--- src/rtl/as5600_i2c_target.sv ---
// AS5600-style I2C target serving STATUS / RAW ANGLE / ANGLE from a parallel angle input.
// SCL and SDA are synchronised and glitch-filtered; all bus decisions use filtered edges.
// Optional feature: define AS5600_ZPOS_EN to add the writable ZPOS register (0x01/0x02)
// and report ANGLE = raw_angle - zpos (12-bit wrap).
// Handshake: the bus is the only interface; sda_oe only ever pulls low (open drain),
// changes one clock after a filtered SCL fall (or on START/STOP), and SCL is never held.
// dbg_state exposes the FSM state (IDLE encodes as 0).
module as5600_i2c_target #(
  parameter logic [6:0] DEV_ADDR = 7'h36,
  parameter int         FILT_CYC = 3
) (
  input  logic        clock,
  input  logic        reset,
  input  logic        scl_in,
  input  logic        sda_in,
  output logic        sda_oe,
  input  logic [11:0] raw_angle,
  input  logic        magnet_det,
  output logic        busy,
  output logic        rd_done,
  output logic [7:0]  ptr,
  output logic [3:0]  dbg_state
);
  localparam int CW = (FILT_CYC < 2) ? 1 : $clog2(FILT_CYC + 1);

  typedef enum logic [3:0] {
    S_IDLE, S_ADDR, S_ADDR_ACK, S_PTR, S_PTR_ACK,
    S_WDATA, S_WDATA_ACK, S_RDATA, S_RACK, S_WAIT_STOP
  } state_t;

  // index 0 = SCL, index 1 = SDA
  logic [1:0]    r_s1, r_s2, r_f, r_fd;
  logic [CW-1:0] r_cnt [2];

  // two-flop synchroniser plus a level filter needing FILT_CYC agreeing samples
  always_ff @(posedge clock) begin
    if (reset) begin
      r_s1 <= 2'b11; r_s2 <= 2'b11; r_f <= 2'b11; r_fd <= 2'b11;
      r_cnt[0] <= '0; r_cnt[1] <= '0;
    end else begin
      r_s1 <= {sda_in, scl_in};
      r_s2 <= r_s1;
      r_fd <= r_f;
      for (int i = 0; i < 2; i++) begin
        if (r_s2[i] == r_f[i]) r_cnt[i] <= '0;
        else if (r_cnt[i] == CW'(FILT_CYC - 1)) begin
          r_f[i]   <= r_s2[i];
          r_cnt[i] <= '0;
        end else r_cnt[i] <= r_cnt[i] + 1'b1;
      end
    end
  end

  logic w_sda, w_scl_rise, w_scl_fall, w_start, w_stop;
  assign w_sda      = r_f[1];
  assign w_scl_rise = r_f[0] & ~r_fd[0];
  assign w_scl_fall = ~r_f[0] & r_fd[0];
  assign w_start    = r_f[0] & r_fd[0] & r_fd[1] & ~r_f[1];
  assign w_stop     = r_f[0] & r_fd[0] & ~r_fd[1] & r_f[1];

  state_t      r_state, w_state_nxt;
  logic [7:0]  r_shift, w_shift_nxt, r_ptr, w_ptr_nxt, r_tx, w_tx_nxt;
  logic [3:0]  r_bitcnt, w_bitcnt_nxt;
  logic        r_oe, w_oe_nxt, r_busy, w_busy_nxt, r_rd_done, w_rd_done_nxt;
  logic        r_rw, w_rw_nxt, r_snap_md, w_snap_md_nxt;
  logic [11:0] r_snap_raw, w_snap_raw_nxt, w_angle;
  logic [7:0]  w_rd_addr, w_rd_byte;

`ifdef AS5600_ZPOS_EN
  logic [11:0] r_zpos;
  logic        w_wr_en;
  assign w_angle = r_snap_raw - r_zpos;
`else
  assign w_angle = r_snap_raw;
`endif

  // RACK loads the byte after the current pointer; ADDR_ACK loads the current one
  assign w_rd_addr = (r_state == S_RACK) ? r_ptr + 8'd1 : r_ptr;

  // read register map, served from the per-transfer snapshot
  always_comb begin
    w_rd_byte = 8'h00;
    case (w_rd_addr)
      8'h0B: w_rd_byte = {2'b00, r_snap_md, 5'b00000};
      8'h0C: w_rd_byte = {4'h0, r_snap_raw[11:8]};
      8'h0D: w_rd_byte = r_snap_raw[7:0];
      8'h0E: w_rd_byte = {4'h0, w_angle[11:8]};
      8'h0F: w_rd_byte = w_angle[7:0];
`ifdef AS5600_ZPOS_EN
      8'h01: w_rd_byte = {4'h0, r_zpos[11:8]};
      8'h02: w_rd_byte = r_zpos[7:0];
`endif
      default: w_rd_byte = 8'h00;
    endcase
  end

  // protocol FSM: next state and next datapath values
  always_comb begin
    w_state_nxt    = r_state;
    w_shift_nxt    = r_shift;
    w_bitcnt_nxt   = r_bitcnt;
    w_ptr_nxt      = r_ptr;
    w_tx_nxt       = r_tx;
    w_oe_nxt       = r_oe;
    w_busy_nxt     = r_busy;
    w_rd_done_nxt  = 1'b0;
    w_rw_nxt       = r_rw;
    w_snap_raw_nxt = r_snap_raw;
    w_snap_md_nxt  = r_snap_md;
`ifdef AS5600_ZPOS_EN
    w_wr_en        = 1'b0;
`endif
    if (w_stop) begin
      w_state_nxt = S_IDLE;
      w_oe_nxt    = 1'b0;
      w_busy_nxt  = 1'b0;
    end else if (w_start) begin
      w_state_nxt  = S_ADDR;
      w_bitcnt_nxt = '0;
      w_oe_nxt     = 1'b0;
    end else begin
      case (r_state)
        S_ADDR, S_PTR, S_WDATA: begin
          if (w_scl_rise) begin
            w_shift_nxt  = {r_shift[6:0], w_sda};
            w_bitcnt_nxt = r_bitcnt + 4'd1;
          end else if (w_scl_fall && r_bitcnt == 4'd8) begin
            w_bitcnt_nxt = '0;
            w_oe_nxt     = 1'b1;
            if (r_state == S_ADDR) begin
              if (r_shift[7:1] == DEV_ADDR) begin
                w_state_nxt = S_ADDR_ACK;
                w_busy_nxt  = 1'b1;
                w_rw_nxt    = r_shift[0];
                if (r_shift[0]) begin
                  w_snap_raw_nxt = raw_angle;
                  w_snap_md_nxt  = magnet_det;
                end
              end else begin
                w_state_nxt = S_WAIT_STOP;
                w_busy_nxt  = 1'b0;
                w_oe_nxt    = 1'b0;
              end
            end else if (r_state == S_PTR) begin
              w_ptr_nxt   = r_shift;
              w_state_nxt = S_PTR_ACK;
            end else begin
              w_state_nxt = S_WDATA_ACK;
`ifdef AS5600_ZPOS_EN
              w_wr_en     = 1'b1;
`endif
            end
          end
        end
        S_ADDR_ACK: if (w_scl_fall) begin
          w_bitcnt_nxt = '0;
          if (r_rw) begin
            w_state_nxt = S_RDATA;
            w_tx_nxt    = w_rd_byte;
            w_oe_nxt    = ~w_rd_byte[7];
          end else begin
            w_state_nxt = S_PTR;
            w_oe_nxt    = 1'b0;
          end
        end
        S_PTR_ACK: if (w_scl_fall) begin
          w_state_nxt = S_WDATA;
          w_oe_nxt    = 1'b0;
        end
        S_WDATA_ACK: if (w_scl_fall) begin
          w_state_nxt = S_WDATA;
          w_oe_nxt    = 1'b0;
          w_ptr_nxt   = r_ptr + 8'd1;
        end
        S_RDATA: if (w_scl_fall) begin
          if (r_bitcnt == 4'd7) begin
            w_state_nxt  = S_RACK;
            w_oe_nxt     = 1'b0;
            w_bitcnt_nxt = '0;
          end else begin
            w_tx_nxt     = {r_tx[6:0], r_tx[7]};
            w_oe_nxt     = ~r_tx[6];
            w_bitcnt_nxt = r_bitcnt + 4'd1;
          end
        end
        S_RACK: begin
          if (w_scl_rise && w_sda) begin
            w_rd_done_nxt = 1'b1;
            w_ptr_nxt     = r_ptr + 8'd1;
            w_state_nxt   = S_WAIT_STOP;
            w_busy_nxt    = 1'b0;
          end else if (w_scl_fall) begin
            w_ptr_nxt    = r_ptr + 8'd1;
            w_tx_nxt     = w_rd_byte;
            w_oe_nxt     = ~w_rd_byte[7];
            w_state_nxt  = S_RDATA;
            w_bitcnt_nxt = '0;
          end
        end
        default: ;
      endcase
    end
  end

  // FSM and datapath registers
  always_ff @(posedge clock) begin
    if (reset) begin
      r_state <= S_IDLE; r_shift <= '0; r_bitcnt <= '0; r_ptr <= 8'h00; r_tx <= '0;
      r_oe <= 1'b0; r_busy <= 1'b0; r_rd_done <= 1'b0; r_rw <= 1'b0;
      r_snap_raw <= '0; r_snap_md <= 1'b0;
    end else begin
      r_state <= w_state_nxt; r_shift <= w_shift_nxt; r_bitcnt <= w_bitcnt_nxt;
      r_ptr <= w_ptr_nxt; r_tx <= w_tx_nxt; r_oe <= w_oe_nxt; r_busy <= w_busy_nxt;
      r_rd_done <= w_rd_done_nxt; r_rw <= w_rw_nxt;
      r_snap_raw <= w_snap_raw_nxt; r_snap_md <= w_snap_md_nxt;
    end
  end

`ifdef AS5600_ZPOS_EN
  // ZPOS register write on completion of a data byte addressed at 0x01/0x02
  always_ff @(posedge clock) begin
    if (reset) r_zpos <= 12'h000;
    else if (w_wr_en) begin
      if (r_ptr == 8'h01) r_zpos[11:8] <= r_shift[3:0];
      else if (r_ptr == 8'h02) r_zpos[7:0] <= r_shift;
    end
  end
`endif

  assign sda_oe    = r_oe;
  assign busy      = r_busy;
  assign rd_done   = r_rd_done;
  assign ptr       = r_ptr;
  assign dbg_state = r_state;
endmodule

--- config.mk ---
export PLATFORM = sky130hd
export DESIGN_NAME = as5600_i2c_target
export DESIGN_NICKNAME = d
export VERILOG_FILES = /design/src/rtl/as5600_i2c_target.sv
export SDC_FILE = /design/constraint.sdc
export NUM_CORES = 1
export LEC_CHECK = 0
export ABC_AREA = 1
export BUFFER_PORTS_ARGS = -buffer_cell sky130_fd_sc_hd__buf_2
export CORE_ASPECT_RATIO = 1.5
export CORE_MARGIN = 3
export CORE_UTILIZATION = 61
export CTS_CLUSTER_DIAMETER = 100
export CTS_CLUSTER_SIZE = 25
export DETAILED_ROUTE_END_ITERATION = 8
export MAX_ROUTING_LAYER = met4
export PLACE_DENSITY = 0.82
export SLEW_MARGIN = 5
export SYNTH_ARGS = -nofsm -noshare
export SYNTH_HDL_FRONTEND = slang
export SYNTH_SLANG_ARGS = --single-unit
--- constraint.sdc ---
create_clock -name clock -period 2.8 [get_ports clock]
set_input_delay 0.28 -clock clock [delete_from_list [all_inputs] [get_ports clock]]
set_output_delay 0.28 -clock clock [all_outputs]
set_load 0.02 [all_outputs]
==> results of run 1 <==
-- layout by cell type, fill, tap and decap left out, types with 4 or more instances in the layout --
| cell | n |
|---|---|
| conb_1 | 4 |
| o21ai_1 | 34 |
| nand3_1 | 30 |
| nand2_2 | 9 |
| dfxtp_1 | 57 |
| nor2_1 | 54 |
| inv_2 | 15 |
| nand4_1 | 10 |
| clkbuf_8 | 9 |
| o21ai_0 | 27 |
| nor2_2 | 5 |
| a21oi_1 | 60 |
| nand2_1 | 87 |
| ha_1 | 5 |
| or2_2 | 4 |
| edfxtp_1 | 4 |
| nor2_4 | 5 |
| o211ai_1 | 5 |
| inv_1 | 56 |
| buf_2 | 31 |
-- per-stage QoR --
| step | total power (uW) | hold slack [ps] | std cells | cell area [um^2] |
|---|---|---|---|---|
| after floorplan | 2390 | 384 | 512 | 3520 |
| after global placement | 2680 | 403 | 600 | 3680 |
| after detailed placement | 2710 | 405 | 600 | 3680 |
| after CTS | 3690 | 109 | 616 | 3930 |
| after global routing | 3960 | 107 | 616 | 3930 |
| final | 3720 | 106 | 616 | 3930 |
-- cell families after synthesis --
kind of cell / Yosys count
XOR/XNOR: 2
flip-flops: 61
other: 1
buffers and inverters: 87
adder cells (fa/ha/maj): 5
AND/OR/NAND/NOR: 219
AO/OA/AOI/OAI: 134
-- cell usage after synthesis (2+ instances only) --
master,n,share of area (%)
nor2_2,5,0.89
nand3_2,3,0.86
buf_2,4,0.57
inv_2,15,1.6
nand2_4,2,0.64
o21ai_0,27,3.9
nand4_1,10,1.8
dfxtp_1,57,33
buf_4,2,0.43
o21ai_1,34,4.9
buf_6,3,0.96
ha_1,5,1.8
clkbuf_1,6,0.64
inv_1,56,6.0
nor3_4,2,0.93
xor2_1,2,0.50
nand2_2,9,1.6
a31oi_1,2,0.36
nand3_1,30,4.3
a21oi_1,60,8.6
nor2_1,54,5.8
edfxtp_1,4,3.4
nor3_1,3,0.43
nand2_1,87,9.3
nor2_4,5,1.6
nor2_8,2,1.1
or2_2,4,0.71
o211ai_1,5,1.1
-- worst min path at each step --
stage | slack, ps | start | end | cells after the start
2_1_floorplan | 380 | scl_in | r_s1[0] | 1
3_3_place_gp | 400 | r_s1[0] | r_s2[0] | 1
3_5_place_dp | 410 | r_s1[0] | r_s2[0] | 1
4_1_cts | 110 | sda_in | r_s1[1] | 2
5_1_grt | 110 | sda_in | r_s1[1] | 2
6_report | 110 | sda_in | r_s1[1] | 2
-- flip-flops by register name, summed over array words and instances, names as in the netlist --
signal      count
busy            1
r_f             2
ptr             8
r_snap_md       1
dbg_state       4
r_s1            2
r_rw            1
r_shift         8
r_bitcnt        4
r_fd            2
r_s2            2
r_cnt           4
rd_done         1
r_snap_raw     12
sda_oe          1
r_tx            8
-- cell type report --
type                            instances  area [um^2]
Multi-Input combinational cell        364         1890
Tap cell                               70         87.6
Clock buffer                            9          124
Clock inverter                          7          121
Inverter                               72          273
Fill cell                             503         1600
Timing Repair Buffer                   33          170
Sequential cell                        61         1260
-- layer usage --
metal	GRT usage, %	share of wire (%)
met1	34.9	40
met2	49.4	51
met3	5.13	5.1
met4	15.5	3.8
met5	-	0
-- power breakdown --
| group | switching [uW] | internal, uW | total [uW] |
|---|---|---|---|
| clock network | 385 | 596 | 981 |
| logic | 1080 | 486 | 1560 |
| registers | 160 | 1020 | 1180 |
| total | 1620 | 2100 | 3720 |
-- worst reg2reg max path, cell delays in order (launching register included) --
cell	delay [ps]
dfxtp_1	480
ha_1	250
nand3_1	130
o21ai_0	180
nand2_1	120
nor2_1	130
nand2_1	80
nand2_2	190
o21ai_1	130
nor2_1	130
nand2_1	80
a21oi_1	110
==> summary.txt, run 1 <==
Worst setup path
  • Crit end category: flip-flop
  • Crit-path slowest cell: dfxtp_1
  • Crit path cell chain: ha_1 > nand3_1 > o21ai_0 > nand2_1 > nor2_1 > nand2_1 > nand2_2 > o21ai_1 > nor2_1 > nand2_1 > a21oi_1
  • Critical path fanouts, max: 12
  • Delay-heaviest family, CP: simple AND/OR/NAND/NOR gates
  • Buffers & Inverters on Critical Path: 0
  • End of the critical path: r_tx[5]
  • R2R setup slack: 720 ps
  • FF-to-FF path depth: 11
  • Worst setup startpoint: ptr[0]
  • R2r startpoint: ptr[0]
  • Crit path required time: 3090 ps
  • Setup CP Type: flip-flop to flip-flop
  • CP startpoint kind: flip-flop
  • Worst path depth: 11
  • RR Endpoint: r_tx[5]
  • Delay of the slowest cell on the worst path: around 480 ps
  • Cell repeated most along the worst path: nand2_1
  • Arrival time of the worst setup path: 2360 ps

Detailed routing
  • Vias: about 3,500
  • DR DRC count: 0
  • DRT iter0 DRCs: between 300 and 400
  • DR WL/cell: 14.7 um
  • Pre-antenna DRT Iters: 6
  • Total wire length: approximately 9100 um
  • Vias per cell: 5.73
  • Final ANT Viol Nets: 0

Pwr
  • PD cells: 947 nW/um^2
  • Lkg Pwr: 0.00173 uW
  • Worst VDD drop: between 0.5 and 0.6 mV

CTS
  • Worst-skew pair later-pin latency: 360 ps
  • # resized after CTS: 0
  • CTS tree: done
  • Clock root buffer: clkbuf_8
  • CTS Buf Count: 9
  • H-Tree Depth: 3
  • CTS Buffer Depth: 2
  • Hold_buf cts: 0
  • Worst-path clk slew: 80 ps
  • Post-CTS Setup Inserts: 0
  • Clk sinks: approximately 60

Timing
  • Slew Limit Headroom: around 64%
  • Minimum clock period: 2080 ps
  • Max Slew Vio Count: 0
  • FMAX: between 0.4 and 0.5 GHz
  • Fin crit share: approximately 74%
  • Setup-failing EPs final: 0
  • Setup TNS: 0 ps
  • Hold Fails Final Rpt: 0
  • Clk_skew: 8.82 ps
  • RSZ-0062 raised after global routing: no
  • Slew @ Worst Pin: 547 ps
  • Setup ws final: 722 ps

Final layout
  • Area grow syn2layout: 12.1%
  • Antenna fix cells: 0
  • Layout net count: 563
  • Util after Layout: 71.0%
  • Layout cell share with drive strength beyond 1: 18.5%

Synthesis
  • Top_reg_cell synth: dfxtp_1
  • Mapped Area: 3510 um^2
  • Compound-gate portion of the synthesized area: 20.6%
  • Number of synthesized flops with an enable pin: 4
  • Ys Warns: 0
  • Adder-cell share of the synthesized area: 1.78%
  • Synth unique cells: 39
  • Async set-reset flop share out of synthesis: 0%
  • Main combinational cell family by area after synthesis: simple AND/OR/NAND/NOR gates
  • Mux cell area share after synthesis: 0%
  • Syn Inst Count: 509
  • Seq/Total Area, Yosys: 36.0%
  • Simple-Gate Fraction of Synth Area: between 30% and 40%
  • Synth Register Bits: 61
  • Synthesized area per cell: between 6 and 7 um^2
  • Post-synthesis xor/xnor area fraction: 0.500%

Global route
  • Largest net degree at the start of global routing: 27
  • GRT overflow: 0
  • Vias in the first global route: ~3,300
  • Initial antenna violation count: 0
  • First-pass GRT wire length: 15,100 um
  • Global Route Usage Sum: 30.3%

Outcome
  • Outcome: finished clean

Die
  • Die Wd: 67.9 um
  • Boundary pin count: 32
  • Core Area: 5530 um^2
  • Die area: ~6700 um^2
  • Initial Util: 63.4%
  • DIE HEIGHT: 98.9 um
  • Rows: 33

Job
  • Max-cap violations: 0

Placed design
  • Post-DP HPWL: around 6600 um
  • Count of input and output buffers: 31
  • Post-placement setup slack: around 800 ps
  • Routability cong.: roughly 1.1

Worst hold path
  • Hold crit path type: primary input to flip-flop
Note: power is estimated with default switching activity, not from simulation.
==> run 2: changes to the inputs <==
--- a/config.mk
+++ b/config.mk
@@ -9,12 +9,12 @@
 export BUFFER_PORTS_ARGS = -buffer_cell sky130_fd_sc_hd__buf_2
 export CORE_ASPECT_RATIO = 1.5
 export CORE_MARGIN = 3
-export CORE_UTILIZATION = 61
+export CORE_UTILIZATION = 54
 export CTS_CLUSTER_DIAMETER = 100
 export CTS_CLUSTER_SIZE = 25
 export DETAILED_ROUTE_END_ITERATION = 8
 export MAX_ROUTING_LAYER = met4
-export PLACE_DENSITY = 0.82
+export PLACE_DENSITY = 0.76
 export SLEW_MARGIN = 5
 export SYNTH_ARGS = -nofsm -noshare
 export SYNTH_HDL_FRONTEND = slang
==> constraint.sdc (replaced) <==
create_clock -name clock -period 1.9 [get_ports clock]
set_input_delay 0.19 -clock clock [delete_from_list [all_inputs] [get_ports clock]]
set_output_delay 0.19 -clock clock [all_outputs]
set_load 0.02 [all_outputs]
==> summary.txt, run 2 (synthesized netlist as in run 1, its figures left out) <==
Outcome
  • Outcome: finished clean

Global route
  • GRT overflow: 0 (unchanged)
  • Initial antenna violation count: 0 (unchanged)
  • Largest net degree at the start of global routing: 39 (+44%)
  • First-pass GRT wire length: 15,300 um (+1.5%)
  • Global Route Usage Sum: 26.5% (-3.9 points)
  • Vias in the first global route: 3,426 (+3.6%)

Final layout
  • Non-Filler Instances: 641 (+4.1%)
  • Storage cell area: 1270 um^2 (+0.89%)
  • Filler cell count: 617 (+23%)
  • Util after Layout: 66.1% (-4.9 points)
  • Reg with most FFs: r_snap_raw
  • Post-route cell area: 4110 um^2 (+4.7%)
  • Area grow syn2layout: 17.3%
  • Max FFs per register: 12 (unchanged)
  • Most common cell after layout, fill and taps aside: nand2_1
  • Multi-input logic area: 1940 um^2 (+2.4%)
  • Layout cell share with drive strength beyond 1: 24.5% (+6.0 points)
  • Antenna fix cells: 0 (unchanged)
  • Commonest non-fill, non-tap cells in the layout: nand2_1 (86), a21oi_1 (60), inv_1 (54)
  • Layout net count: 584 (+3.7%)

Timing
  • Final hold slack: 13.5 ps (-92.6 ps)
  • Setup-failing EPs final: 0 (unchanged)
  • RSZ-0062 raised after global routing: yes
  • Max Slew Vio Count: 0 (unchanged)
  • Fin crit share: 94.4% (+20 points)
  • Hold Fails Final Rpt: 0 (unchanged)
  • Clk_skew: 11.8 ps (+2.99 ps)
  • Setup TNS: 0 ps (unchanged)
  • Minimum clock period: 1790 ps (-285 ps)
  • FMAX: 0.558 GHz (+16%)

Worst setup path
  • Setup CP Type: flip-flop to flip-flop
  • Arrival time of the worst setup path: 2070 ps (-290 ps)
  • Critical path fanouts, max: 11 (-1)
  • CP startpoint kind: flip-flop
  • Crit end category: flip-flop
  • Crit path required time: 2180 ps (-910 ps)

Detailed routing
  • Pre-antenna DRT Iters: 7 (+1)
  • DR top layer: met4
  • Vias per cell: 5.49 (-4.2%)
  • Total wire length: 9280 um (+2.3%)
  • DR DRC count: 0 (unchanged)
  • DRT iter0 DRCs: 261 (-22%)
  • Vias: 3,520 (-0.31%)
  • Final ANT Viol Nets: 0 (unchanged)
  • Metal2 WL: 4860 um (+5.0%)
  • DR WL met3: 515 um (+11%)
  • M1 WL: 3680 um (+1.4%)
  • DR WL/cell: 14.5 um (-1.7%)

CTS
  • CTS Buffer Depth: 2 (unchanged)
  • Clk sinks: 61 (unchanged)
  • Worst-path clk slew: 70 ps (about the same)
  • CTS Buf Count: 9 (unchanged)
  • CTS tree: done
  • Worst-skew pair later-pin latency: 350 ps (about the same)
  • H-Tree Depth: 3 (unchanged)
  • Clock root buffer: clkbuf_8
  • Hold_buf cts: 0 (unchanged)

Die
  • Rows: 35 (+6.1%)
  • Die area: 7520 um^2 (+12%)
  • Die Wd: 71.8 um (+5.7%)
  • Boundary pin count: 32 (unchanged)
  • Core Area: 6220 um^2 (+12%)
  • DIE HEIGHT: 105 um (+5.9%)
  • Initial Util: 56.4% (-7.0 points)

Pwr
  • Worst VDD drop: 0.699 mV (+28%)
  • PD cells: 1340 nW/um^2 (+41%)
  • Lkg Pwr: 0.00183 uW (+5.9%)

Placed design
  • Inst Count DP: 621 (+3.5%)
  • Count of input and output buffers: 31 (unchanged)
  • Routability cong.: 0.982 (-7.1%)
  • DP Area: 3820 um^2 (+3.6%)
  • Post-DP HPWL: 6870 um (+4.4%)

Worst hold path
  • Hold crit path type: primary input to flip-flop

Job
  • Max-cap violations: 0 (unchanged)
run 2: final cells by class:
class,count,share of cell area (%)
Multi-Input combinational cell,365,47.1
Sequential cell,61,30.9
Timing Repair Buffer,53,7.79
Inverter,72,6.63
Clock buffer,11,3.95
Tap cell,74,2.25
Clock inverter,5,1.34
run 2: through the flow:
step / setup slack, ps / power (uW)
2_1_floorplan: 120 / 3520
5_1_grt: -26.5 / 5860
3_3_place_gp: -81.3 / 4090
3_5_place_dp: -81.0 / 4130
6_report: 107 / 5490
4_1_cts: 37.3 / 5390
run 2: final timing paths:
check,startpoint,end,slack (ps),depth (start not counted)
max,dbg_state[1],r_tx[7],110,10
max reg2reg,dbg_state[1],r_tx[7],110,10
min,sda_in,r_s1[1],10,2
min reg2reg,r_s1[1],r_s2[1],420,1
run 2: timing repair:
item / in CTS / in global routing
gates cloned: 0 / 1
pin swaps: 1 / 3
setup endpoints to repair: 11 / 25
resized for setup: 0 / 21
buffers inserted: 3 / 0
run 2: worst max-delay path: stages (launching register included):
cell and delay, ps:
dfxtp_1 460, nor2_1 120, nand3_4 200, nor2_4 50, inv_2 120, nand2_1 110
nor3_4 210, nand2_4 120, inv_4 120, o21ai_1 70, a21oi_1 140
run 2: routing by layer:
metal	up-vias	GRT usage, %
met5	-	-
met4	0	12.8
met3	23	4.33
met2	122	45.4
met1	1595	29.1
li1	1780	-
run 2: report_power, final:
group          leakage (uW)  internal, uW  switching [uW]  total (uW)
Combinational       0.00120           836            1660        2500
Clock              0.000115           719             533        1250
Sequential         0.000508          1510             233        1740
==> run 3: changes to the inputs <==
--- a/config.mk
+++ b/config.mk
@@ -9,12 +9,12 @@
 export BUFFER_PORTS_ARGS = -buffer_cell sky130_fd_sc_hd__buf_2
 export CORE_ASPECT_RATIO = 1.5
 export CORE_MARGIN = 3
-export CORE_UTILIZATION = 54
+export CORE_UTILIZATION = 61
 export CTS_CLUSTER_DIAMETER = 100
 export CTS_CLUSTER_SIZE = 25
 export DETAILED_ROUTE_END_ITERATION = 8
 export MAX_ROUTING_LAYER = met4
-export PLACE_DENSITY = 0.76
+export PLACE_DENSITY = 0.82
 export SLEW_MARGIN = 5
 export SYNTH_ARGS = -nofsm -noshare
 export SYNTH_HDL_FRONTEND = slang
==> constraint.sdc (replaced) <==
create_clock -name clock -period 2.15 [get_ports clock]
set_input_delay 0.215 -clock clock [delete_from_list [all_inputs] [get_ports clock]]
set_output_delay 0.215 -clock clock [all_outputs]
set_load 0.02 [all_outputs]
==> summary.txt, run 3 (synthesized netlist as in run 1, its figures left out) <==
CTS
  • Clk sinks: 61 (unchanged)
  • CTS tree: done
  • H-Tree Depth: 3 (unchanged)
  • Clock root buffer: clkbuf_8
  • Worst-skew pair later-pin latency: 350 ps (about the same)
  • CTS Buffer Depth: 2 (unchanged)
  • CTS Buf Count: 9 (unchanged)
  • Hold_buf cts: 0 (unchanged)
  • Worst-path clk slew: 70 ps (about the same)

Global route
  • GRT overflow: 0 (unchanged)
  • Vias in the first global route: 3,205 (-6.5%)
  • Initial antenna violation count: 0 (unchanged)
  • Largest net degree at the start of global routing: 36 (-7.7%)
  • First-pass GRT wire length: 14,600 um (-4.8%)
  • Global Route Usage Sum: 29.0% (+2.5 points)

Die
  • DIE HEIGHT: 98.9 um (-5.6%)
  • Die Wd: 67.9 um (-5.4%)
  • Core Area: 5530 um^2 (-11%)
  • Boundary pin count: 32 (unchanged)
  • Rows: 33 (-5.7%)
  • Die area: 6710 um^2 (-11%)
  • Initial Util: 63.4% (+7.0 points)

Detailed routing
  • Vias per cell: 5.59 (+1.9%)
  • DRT iter0 DRCs: 217 (-17%)
  • Total wire length: 8770 um (-5.5%)
  • Vias: 3,479 (-1.2%)
  • DR WL/cell: 14.1 um (-2.6%)
  • DR DRC count: 0 (unchanged)
  • Final ANT Viol Nets: 0 (unchanged)
  • Pre-antenna DRT Iters: 5 (-2)

Worst setup path
  • CP startpoint kind: flip-flop
  • Crit path cell chain: inv_1 > nor2_1 > nand4_1 > nand2_1 > inv_2 > nor2_2 > nand2_2 > inv_2 > nand3_1 > a21oi_1 > nor2_1
  • Crit path required time: 2380 ps (+200 ps)
  • Buffers & Inverters on Critical Path: 3 (+1)
  • Arrival time of the worst setup path: 2230 ps (+160 ps)
  • Setup CP Type: flip-flop to flip-flop
  • Crit end category: flip-flop
  • Delay of the slowest cell on the worst path: 400 ps (-60 ps)
  • Delay-heaviest family, CP: simple AND/OR/NAND/NOR gates
  • Critical path fanouts, max: 9 (-2)
  • Crit-path slowest cell: dfxtp_1

Timing
  • Final hold slack: 53.1 ps (+39.6 ps)
  • Clk_skew: 10.6 ps (-1.21 ps)
  • Hold Fails Final Rpt: 0 (unchanged)
  • Max Slew Vio Count: 0 (unchanged)
  • Minimum clock period: 2000 ps (+204 ps)
  • Setup TNS: 0 ps (unchanged)
  • FMAX: 0.501 GHz (-10%)
  • RSZ-0062 raised after global routing: no
  • Fin crit share: 92.9% (-1.5 points)
  • Setup-failing EPs final: 0 (unchanged)

Pwr
  • Lkg Pwr: 0.00173 uW (-5.4%)
  • Worst VDD drop: 0.855 mV (+22%)
  • Final total power: 4520 uW (-18%)
  • PD cells: 1150 nW/um^2 (-14%)

Job
  • Max-cap violations: 0 (unchanged)

Final layout
  • Non-Filler Instances: 622 (-3.0%)
  • Area grow syn2layout: 11.9%
  • Util after Layout: 70.9% (+4.8 points)
  • Layout cell share with drive strength beyond 1: 19.4% (-5.1 points)
  • Multi-input logic area: 1900 um^2 (-1.9%)
  • Most common cell after layout, fill and taps aside: nand2_1
  • Filler cell count: 504 (-18%)
  • Max FFs per register: 12 (unchanged)
  • Layout net count: 569 (-2.6%)
  • Reg with most FFs: r_snap_raw
  • Antenna fix cells: 0 (unchanged)
  • Commonest non-fill, non-tap cells in the layout: nand2_1 (87), a21oi_1 (60), inv_1 (56)
  • Storage cell area: 1260 um^2 (-0.69%)

Worst hold path
  • Hold crit path type: primary input to flip-flop

Placed design
  • Post-DP HPWL: 6570 um (-4.5%)
  • Routability cong.: 0.925 (-5.8%)
  • Inst Count DP: 605 (-2.6%)
  • Count of input and output buffers: 31 (unchanged)

Outcome
  • Outcome: finished clean
[run 3: cell types whose count changed in the layout (fill, tap and decap cells not counted), moves of 2 or more]
cell / previous run / this run
buf_4: 22 / 8
clkbuf_1: 0 / 2
dfxtp_1: 50 / 55
dfxtp_2: 6 / 2
inv_1: 54 / 56
inv_2: 17 / 15
nor2_1: 51 / 54
nor2_2: 8 / 5
[run 3: what timing repair did]
action,in CTS,in global routing
setup endpoints to repair,0,13
buffers inserted,0,1
gates resized for setup,0,3
[run 3: cell type report]
cell class,count,area share [%]
Clock inverter,5,1.34
Clock buffer,11,3.35
Inverter,72,6.95
Tap cell,70,2.23
Sequential cell,61,32.2
Timing Repair Buffer,39,5.49
Multi-Input combinational cell,364,48.4
[run 3: routing by layer]
| layer | routed length, um | GRT usage, % | vias to the layer above |
|---|---|---|---|
| met4 | 371 | 15.0 | 0 |
| met2 | 4380 | 46.0 | 129 |
| met5 | 0 | - | - |
| met1 | 3510 | 34.3 | 1564 |
| met3 | 511 | 5.02 | 36 |
| li1 | - | - | 1750 |
[run 3: final timing paths]
kind | start | end | slack [ps] | cells past startpoint
hold reg to reg | r_s1[1] | r_s2[1] | 420 | 1
setup reg to reg | r_fd[0] | ptr[5] | 150 | 11
setup / recovery | r_fd[0] | ptr[5] | 150 | 11
hold / removal | scl_in | r_s1[0] | 50 | 2
[run 3: metrics by stage]
stage          setup WS [ps]  area (um^2)
2_1_floorplan            370         3520
3_3_place_gp             219         3720
3_5_place_dp             181         3720
4_1_cts                  157         3910
5_1_grt                 7.83         3920
6_report                 153         3920
[run 3: power breakdown]
group	switching [uW]	total, uW	internal (uW)
clock	436	965	529
combinational	1380	2030	651
sequential	200	1530	1330
[run 3: worst reg2reg max path: cells and delay by family, from the launching register on]
family	cells	cell delay (ps)
simple gates	7	1020
flops	1	400
buf+inv	3	310
compound gates	1	160
